--- src/rtl/arm_pkg.sv ---
// arm_pkg: constants and helpers shared by the execute-stage commit unit.
//   - ALU opcode encodings (AND 0000 ... MVN 1111)
//   - ARM condition-field encodings (EQ 0000 ... NV 1111)
//   - is_compare(op): TST/TEQ/CMP/CMN, which set flags but never write back
//   - is_arith(op):   opcodes whose C and V come from the adder
package arm_pkg;

  localparam logic [3:0] OP_AND = 4'h0;
  localparam logic [3:0] OP_EOR = 4'h1;
  localparam logic [3:0] OP_SUB = 4'h2;
  localparam logic [3:0] OP_RSB = 4'h3;
  localparam logic [3:0] OP_ADD = 4'h4;
  localparam logic [3:0] OP_ADC = 4'h5;
  localparam logic [3:0] OP_SBC = 4'h6;
  localparam logic [3:0] OP_RSC = 4'h7;
  localparam logic [3:0] OP_TST = 4'h8;
  localparam logic [3:0] OP_TEQ = 4'h9;
  localparam logic [3:0] OP_CMP = 4'hA;
  localparam logic [3:0] OP_CMN = 4'hB;
  localparam logic [3:0] OP_ORR = 4'hC;
  localparam logic [3:0] OP_MOV = 4'hD;
  localparam logic [3:0] OP_BIC = 4'hE;
  localparam logic [3:0] OP_MVN = 4'hF;

  localparam logic [3:0] CC_EQ = 4'h0;
  localparam logic [3:0] CC_NE = 4'h1;
  localparam logic [3:0] CC_CS = 4'h2;
  localparam logic [3:0] CC_CC = 4'h3;
  localparam logic [3:0] CC_MI = 4'h4;
  localparam logic [3:0] CC_PL = 4'h5;
  localparam logic [3:0] CC_VS = 4'h6;
  localparam logic [3:0] CC_VC = 4'h7;
  localparam logic [3:0] CC_HI = 4'h8;
  localparam logic [3:0] CC_LS = 4'h9;
  localparam logic [3:0] CC_GE = 4'hA;
  localparam logic [3:0] CC_LT = 4'hB;
  localparam logic [3:0] CC_GT = 4'hC;
  localparam logic [3:0] CC_LE = 4'hD;
  localparam logic [3:0] CC_AL = 4'hE;
  localparam logic [3:0] CC_NV = 4'hF;

  function automatic logic is_compare(input logic [3:0] op);
    return (op == OP_TST) || (op == OP_TEQ) || (op == OP_CMP) || (op == OP_CMN);
  endfunction

  function automatic logic is_arith(input logic [3:0] op);
    return (op == OP_SUB) || (op == OP_RSB) || (op == OP_ADD) || (op == OP_ADC) ||
           (op == OP_SBC) || (op == OP_RSC) || (op == OP_CMP) || (op == OP_CMN);
  endfunction

endpackage

--- src/rtl/arm_cond_check.sv ---
// arm_cond_check: evaluates an ARM condition field against NZCV.
// Purely combinational.
//   cond [3:0] in  condition field
//   nzcv [3:0] in  flags {N,Z,C,V}
//   pass       out condition satisfied
module arm_cond_check
  import arm_pkg::*;
(
  input  logic [3:0] cond,
  input  logic [3:0] nzcv,
  output logic       pass
);

  logic n, z, c, v;
  assign n = nzcv[3];
  assign z = nzcv[2];
  assign c = nzcv[1];
  assign v = nzcv[0];

  always_comb begin
    pass = 1'b0;
    case (cond)
      CC_EQ: pass = z;
      CC_NE: pass = !z;
      CC_CS: pass = c;
      CC_CC: pass = !c;
      CC_MI: pass = n;
      CC_PL: pass = !n;
      CC_VS: pass = v;
      CC_VC: pass = !v;
      CC_HI: pass = c && !z;
      CC_LS: pass = !c || z;
      CC_GE: pass = (n == v);
      CC_LT: pass = (n != v);
      CC_GT: pass = !z && (n == v);
      CC_LE: pass = z || (n != v);
      CC_AL: pass = 1'b1;
      default: pass = 1'b0; // NV: never
    endcase
  end

endmodule

--- src/rtl/arm_flag_commit.sv ---
// arm_flag_commit: execute-stage commit unit downstream of the ALU.
// Evaluates the condition field against the architectural NZCV, updates
// NZCV conditionally, and registers result/rd/write-enable toward writeback.
//
// Handshake: a transfer happens on a rising edge where valid && ready.
// in_ready = !out_valid || out_ready, so the single output register can be
// refilled in the same cycle it drains (one instruction per cycle). While
// out_valid && !out_ready the output, flags and counters hold.
//
// Optional build macro ARM_MSR_PORT_EN adds msr_we/msr_nzcv, a direct NZCV
// write that takes priority over any instruction flag update that cycle.
//
// Ports:
//   clk, rst_n            clock, async active-low reset
//   in_valid/in_ready     ALU-side handshake
//   in_op, in_cond, in_s  opcode, condition field, set-flags bit
//   in_rd, in_result      destination and ALU result
//   in_nf/zf/cf/vf, in_shc ALU flags and shifter carry-out
//   out_valid/out_ready   writeback-side handshake
//   out_rd, out_result, out_we  registered writeback payload
//   nzcv                  architectural flags {N,Z,C,V}
//   cond_pass             condition result for the current input
//   retire_cnt, skip_cnt  saturating accept / condition-failed counters
module arm_flag_commit
  import arm_pkg::*;
(
  input  logic        clk,
  input  logic        rst_n,
  input  logic        in_valid,
  output logic        in_ready,
  input  logic [3:0]  in_op,
  input  logic [3:0]  in_cond,
  input  logic        in_s,
  input  logic [3:0]  in_rd,
  input  logic [31:0] in_result,
  input  logic        in_nf,
  input  logic        in_zf,
  input  logic        in_cf,
  input  logic        in_vf,
  input  logic        in_shc,
`ifdef ARM_MSR_PORT_EN
  input  logic        msr_we,
  input  logic [3:0]  msr_nzcv,
`endif
  output logic        out_valid,
  input  logic        out_ready,
  output logic [3:0]  out_rd,
  output logic [31:0] out_result,
  output logic        out_we,
  output logic [3:0]  nzcv,
  output logic        cond_pass,
  output logic [15:0] retire_cnt,
  output logic [15:0] skip_cnt
);

  logic        out_valid_q, out_valid_d;
  logic [3:0]  out_rd_q, out_rd_d;
  logic [31:0] out_result_q, out_result_d;
  logic        out_we_q, out_we_d;
  logic [3:0]  nzcv_q, nzcv_d;
  logic [15:0] retire_cnt_q, retire_cnt_d;
  logic [15:0] skip_cnt_q, skip_cnt_d;
  logic        accept;

  arm_cond_check u_cond_check (
    .cond (in_cond),
    .nzcv (nzcv_q),
    .pass (cond_pass)
  );

  assign in_ready = !out_valid_q || out_ready;
  assign accept   = in_valid && in_ready;

  always_comb begin
    out_valid_d  = out_valid_q;
    out_rd_d     = out_rd_q;
    out_result_d = out_result_q;
    out_we_d     = out_we_q;
    nzcv_d       = nzcv_q;
    retire_cnt_d = retire_cnt_q;
    skip_cnt_d   = skip_cnt_q;

    if (accept) begin
      // Condition-failed instructions still retire, just without a write.
      out_valid_d  = 1'b1;
      out_rd_d     = in_rd;
      out_result_d = in_result;
      out_we_d     = cond_pass && !is_compare(in_op);

      if (cond_pass && (in_s || is_compare(in_op))) begin
        if (is_arith(in_op)) begin
          nzcv_d = {in_nf, in_zf, in_cf, in_vf};
        end else begin
          // Logical ops take C from the shifter and leave V alone.
          nzcv_d = {in_nf, in_zf, in_shc, nzcv_q[0]};
        end
      end

      if (retire_cnt_q != 16'hFFFF) retire_cnt_d = retire_cnt_q + 16'd1;
      if (!cond_pass && (skip_cnt_q != 16'hFFFF)) skip_cnt_d = skip_cnt_q + 16'd1;
    end else if (out_ready) begin
      out_valid_d = 1'b0;
      out_we_d    = 1'b0;
    end

`ifdef ARM_MSR_PORT_EN
    if (msr_we) nzcv_d = msr_nzcv;
`endif
  end

  always_ff @(posedge clk or negedge rst_n) begin
    if (!rst_n) begin
      out_valid_q  <= 1'b0;
      out_rd_q     <= 4'd0;
      out_result_q <= 32'd0;
      out_we_q     <= 1'b0;
      nzcv_q       <= 4'd0;
      retire_cnt_q <= 16'd0;
      skip_cnt_q   <= 16'd0;
    end else begin
      out_valid_q  <= out_valid_d;
      out_rd_q     <= out_rd_d;
      out_result_q <= out_result_d;
      out_we_q     <= out_we_d;
      nzcv_q       <= nzcv_d;
      retire_cnt_q <= retire_cnt_d;
      skip_cnt_q   <= skip_cnt_d;
    end
  end

  assign out_valid  = out_valid_q;
  assign out_rd     = out_rd_q;
  assign out_result = out_result_q;
  assign out_we     = out_we_q;
  assign nzcv       = nzcv_q;
  assign retire_cnt = retire_cnt_q;
  assign skip_cnt   = skip_cnt_q;

endmodule
--- config.mk ---
export PLATFORM = sky130hd
export DESIGN_NAME = arm_flag_commit
export DESIGN_NICKNAME = d
export VERILOG_FILES = /design/src/rtl/arm_pkg.sv /design/src/rtl/arm_cond_check.sv /design/src/rtl/arm_flag_commit.sv
export SDC_FILE = /design/constraint.sdc
export NUM_CORES = 1
export LEC_CHECK = 0
export CORE_MARGIN = 1.5
export CORE_UTILIZATION = 44
export DETAILED_ROUTE_END_ITERATION = 7
export GPL_TIMING_DRIVEN = 0
export PLACE_DENSITY = 0.82
export SYNTH_ARGS = -nofsm -noshare
export SYNTH_HDL_FRONTEND = slang
export SYNTH_HIERARCHICAL = 1
export SYNTH_SLANG_ARGS = --single-unit
--- constraint.sdc ---
create_clock -name clk -period 2.55 [get_ports clk]
set_input_delay 0.6375 -clock clk [delete_from_list [all_inputs] [get_ports clk]]
set_output_delay 0.6375 -clock clk [all_outputs]
set_load 0.02 [all_outputs]
==> out/qor.json <==
{
  "run_status": {"value": "completed"},
  "cap_violations": {"value": 0},
  "placedInstanceArea": {"value": 4780, "unit": "um2"},
  "crit_chain": {"value": "and3b_2 -> a221oi_2 -> a211o_1 -> a211o_1 -> buf_6"},
  "final_antenna_net_count": {"value": 0},
  "viasPerCell": {"value": 5.16},
  "synth.distinct_cells": {"value": 44},
  "setup_viol": {"value": 0},
  "timing.critical_path.slowest_cell_delay": {"value": 450, "unit": "ps"},
  "route.met2.wl": {"value": 4010, "unit": "um"},
  "timing.final.hold_violations": {"value": 0},
  "dieArea": {"value": 8160, "unit": "um2"},
  "drive_above_1_share": {"value": 22.2, "unit": "%"},
  "yosys.area.top_type": {"value": "sky130_fd_sc_hd__dfrtp_1"},
  "worst_voltage_drop_across_the_vdd_grid": {"value": 0.410, "unit": "mV"},
  "drt_first_iter_violations": {"value": 86},
  "cts.clk_slew.worst_paths": {"value": 80, "unit": "ps"},
  "synth-seq-cells": {"value": 74},
  "wirelength_met1": {"value": 3260, "unit": "um"},
  "antenna_found_initial": {"value": 0},
  "postSynthCellCount": {"value": 265},
  "dr_wl_met3": {"value": 506, "unit": "um"},
  "grt_start_max_net_pins": {"value": 44},
  "worst-slew-pin-transition": {"value": 549, "unit": "ps"},
  "cts_inserted_buffers": {"value": 9},
  "dominantRegCellSynth": {"value": "sky130_fd_sc_hd__dfrtp_1"},
  "initial_core_utilization": {"value": 45.8, "unit": "%"},
  "synth_top_cell_area_share": {"value": 55.2, "unit": "%"},
  "fin_nets": {"value": 466},
  "dp_hpwl": {"value": 5860, "unit": "um"},
  "min_path_type": {"value": "in -> async"},
  "design.portCount": {"value": 130},
  "dpl_worst_slack": {"value": -903, "unit": "ps"},
  "grt_overflow_total": {"value": 0},
  "worst_path_dominant_cell_family": {"value": "compound AO/OA/AOI/OAI gates"},
  "maxSlewHeadroom": {"value": 62.5, "unit": "%"},
  "critical-path-top-cell-by-count": {"value": "sky130_fd_sc_hd__a211o_1"},
  "min_period_over_period": {"value": 96.7, "unit": "%"},
  "ys_top_cells_by_count": {"value": "74 x sky130_fd_sc_hd__dfrtp_1, 41 x sky130_fd_sc_hd__mux2_2, 20 x sky130_fd_sc_hd__xor2_1"},
  "global_route_wire_length_before_repair": {"value": 13200, "unit": "um"},
  "ctsRootBufferMaster": {"value": "sky130_fd_sc_hd__clkbuf_8"},
  "die_y": {"value": 90.3, "unit": "um"},
  "synth_seq_area_share": {"value": 55.2, "unit": "%"},
  "post_synthesis_cell_area": {"value": 3360, "unit": "um2"},
  "critPathKind": {"value": "reg -> out"},
  "wire_per_inst": {"value": 15.4, "unit": "um"},
  "fillcell_total": {"value": 537},
  "gp_congestion": {"value": 0.796},
  "timing.critical_path.to": {"value": "cond_pass"},
  "critical_path_peak_fanout": {"value": 6},
  "slew_violations": {"value": 0},
  "p_leak": {"value": 0.00212, "unit": "uW"},
  "dr.max_layer_used": {"value": "met4"},
  "timing.critical_path.to_type": {"value": "output port"},
  "drc": {"value": 0},
  "finalClockSkew": {"value": 5.99, "unit": "ps"},
  "synth_edf_count": {"value": 0},
  "number_of_input_and_output_port_buffers_inserted": {"value": 126},
  "cts_hold_buffers": {"value": 0},
  "setup_total_negative_slack": {"value": 0, "unit": "ps"},
  "critPathRequiredTime": {"value": 1910, "unit": "ps"},
  "layout_setup_ws": {"value": 84.2, "unit": "ps"},
  "timing.rr.end": {"value": "skip_cnt[14]"},
  "globalRouteTotalUtil": {"value": 20.3, "unit": "%"},
  "first_pass_iters": {"value": 4},
  "floorplan.die.width": {"value": 90.3, "unit": "um"},
  "dpl.cell_count": {"value": 491},
  "clk_latency": {"value": 340, "unit": "ps"},
  "coreArea": {"value": 7330, "unit": "um2"},
  "clock_path_buffers": {"value": 2},
  "r2r.worst_path.cells": {"value": 9},
  "insertedDiodeCount": {"value": 0},
  "power_density": {"value": 785, "unit": "nW/um2"},
  "worstSetupStartpointType": {"value": "flip-flop"},
  "syn2layout_area_growth": {"value": 51.4, "unit": "%"},
  "drt_wl_total": {"value": 7920, "unit": "um"},
  "yosysWarningCount": {"value": 6},
  "rows": {"value": 31},
  "dr_total_vias": {"value": 2651},
  "design_area": {"value": 5080, "unit": "um2"},
  "crit_path_top_delay_cell": {"value": "sky130_fd_sc_hd__dfrtp_2"},
  "cp.buffers_inverters": {"value": 1},
  "clock-sinks": {"value": 74},
  "cts_htree_levels": {"value": 3},
  "achievable-frequency": {"value": 0.406, "unit": "GHz"},
  "timing.hold.ws": {"value": 227, "unit": "ps"},
  "critPathArrivalTime": {"value": 1830, "unit": "ps"},
  "stdcell_count": {"value": 514},
  "synthesis.nets": {"value": 321},
  "final_period_minus_worst_setup_slack": {"value": 2470, "unit": "ps"},
  "first_global_vias": {"value": 2679},
  "post_synth.cell_area_avg": {"value": 12.7, "unit": "um2"},
  "rsz0062_at_grt": {"value": "true"},
  "post-synth-top-count-cell": {"value": "sky130_fd_sc_hd__dfrtp_1"},
  "cts_tree": {"value": "done"},
  "reg2reg_setup_slack": {"value": 140, "unit": "ps"},
  "async_flop_share": {"value": 100, "unit": "%"},
  "synth.area.top_cells": {"value": "sky130_fd_sc_hd__dfrtp_1 55%, sky130_fd_sc_hd__mux2_2 14%, sky130_fd_sc_hd__xor2_1 5.2%, sky130_fd_sc_hd__xnor2_1 2.9%, sky130_fd_sc_hd__nand4_1 2.0%"},
  "regToRegStartpoint": {"value": "nzcv[2]"},
  "path_depth": {"value": 5},
  "crit_startpoint": {"value": "nzcv[2]"}
}
-- metal layers --
layer / global-route usage [%] / vias up
li1: - / 1252
met1: 25.8 / 1302
met2: 33.0 / 84
met3: 5.05 / 13
met4: 8.33 / 0
met5: 0 / -
-- layout by cell type, fill, tap and decap left out, types with 2 or more instances in the layout --
master / netlist / routed
sky130_fd_sc_hd__nor3b_1: 5 / 5
sky130_fd_sc_hd__clkdlybuf4s50_1: 0 / 121
sky130_fd_sc_hd__buf_4: 0 / 7
sky130_fd_sc_hd__nor4_1: 6 / 6
sky130_fd_sc_hd__ha_1: 2 / 2
sky130_fd_sc_hd__xnor2_1: 11 / 11
sky130_fd_sc_hd__nand2b_1: 4 / 3
sky130_fd_sc_hd__mux2_2: 41 / 41
sky130_fd_sc_hd__clkbuf_8: 0 / 10
sky130_fd_sc_hd__nand3_1: 10 / 10
sky130_fd_sc_hd__a21oi_1: 3 / 3
sky130_fd_sc_hd__dlygate4sd2_1: 0 / 2
sky130_fd_sc_hd__nor3_1: 11 / 9
sky130_fd_sc_hd__clkinv_2: 0 / 3
sky130_fd_sc_hd__inv_1: 3 / 3
sky130_fd_sc_hd__dfrtp_2: 0 / 3
sky130_fd_sc_hd__o21ai_0: 2 / 2
sky130_fd_sc_hd__nand2_1: 11 / 11
sky130_fd_sc_hd__nand3b_1: 2 / 2
sky130_fd_sc_hd__nor3_4: 0 / 2
sky130_fd_sc_hd__nand4_1: 11 / 11
sky130_fd_sc_hd__nor4b_1: 2 / 2
sky130_fd_sc_hd__a211o_1: 2 / 2
sky130_fd_sc_hd__and3_1: 2 / 2
sky130_fd_sc_hd__dfrtp_1: 74 / 71
sky130_fd_sc_hd__buf_6: 1 / 3
sky130_fd_sc_hd__nor2_1: 6 / 6
sky130_fd_sc_hd__o211ai_1: 2 / 2
sky130_fd_sc_hd__o31ai_1: 2 / 2
sky130_fd_sc_hd__and4_1: 4 / 4
sky130_fd_sc_hd__xor2_1: 20 / 20
sky130_fd_sc_hd__buf_2: 6 / 7
-- timing repair --
item	in CTS	in global routing
buffers inserted	1	6
pin swaps	1	8
setup endpoints to repair	18	13
gates resized for setup	11	18
-- worst min-delay path by stage --
stage / from / to / slack [ps] / cells past startpoint
3_3_place_gp: retire_cnt[15] / retire_cnt[15] / 480 / 1
4_1_cts: rst_n / out_result[31] / 230 / 1
3_5_place_dp: out_result[22] / out_result[22] / 490 / 1
2_1_floorplan: rst_n / nzcv[0] / 340 / 0
6_report: rst_n / out_result[25] / 230 / 1
5_1_grt: rst_n / out_result[25] / 250 / 1
-- metrics by stage --
stage / util, % / total power (uW)
finish: 69.3 / 3990
CTS: 67.9 / 3910
global route: 69.3 / 4200
detailed placement: 65.2 / 3010
floorplan: - / 2290
global placement: 64.8 / 2960
-- sequential cells by signal (all words and copies together), names as in the netlist --
name        cells
skip_cnt       16
nzcv            4
out_we          1
retire_cnt     16
out_valid       1
out_result     32
out_rd          4
-- cell families (layout without fill, tap and decap cells) --
logic type	count (synthesis)	in the layout	share of synthesized area (%)
muxes	43	43	14.5
DFF	74	74	55.2
AOI/OAI and AO/OA	17	17	3.58
adders and majority gates	2	2	0.745
and+or+nand+nor	86	86	15.8
xor gates and xnor gates	32	32	8.57
buffers and inverters	11	161	1.68
-- layout make-up --
type / count / area [um2] / area share (%)
sequential: 74 / 1860 / 36.5
multi-input combinational: 180 / 1510 / 29.8
timing repair buffer: 134 / 1340 / 26.3
clock buffer: 11 / 141 / 2.78
tap: 99 / 124 / 2.44
clock inverter: 5 / 53.8 / 1.06
buffer: 8 / 46.3 / 0.911
inverter: 3 / 11.3 / 0.222
-- report_power, final --
part / switching [uW] / total, uW / internal [uW]
logic: 661 / 1440 / 781
clock network: 423 / 899 / 476
registers: 246 / 1650 / 1400
total: 1330 / 3990 / 2660
-- worst reg2reg max path: cells and delay by family (launching register included) --
kind | cells | cell delay [ps]
compound gates | 3 | 620
xor+xnor | 1 | 170
buf+inv | 1 | 150
flops | 1 | 450
simple gates | 4 | 920
No activity file was read; power rests on OpenSTA's default activity.
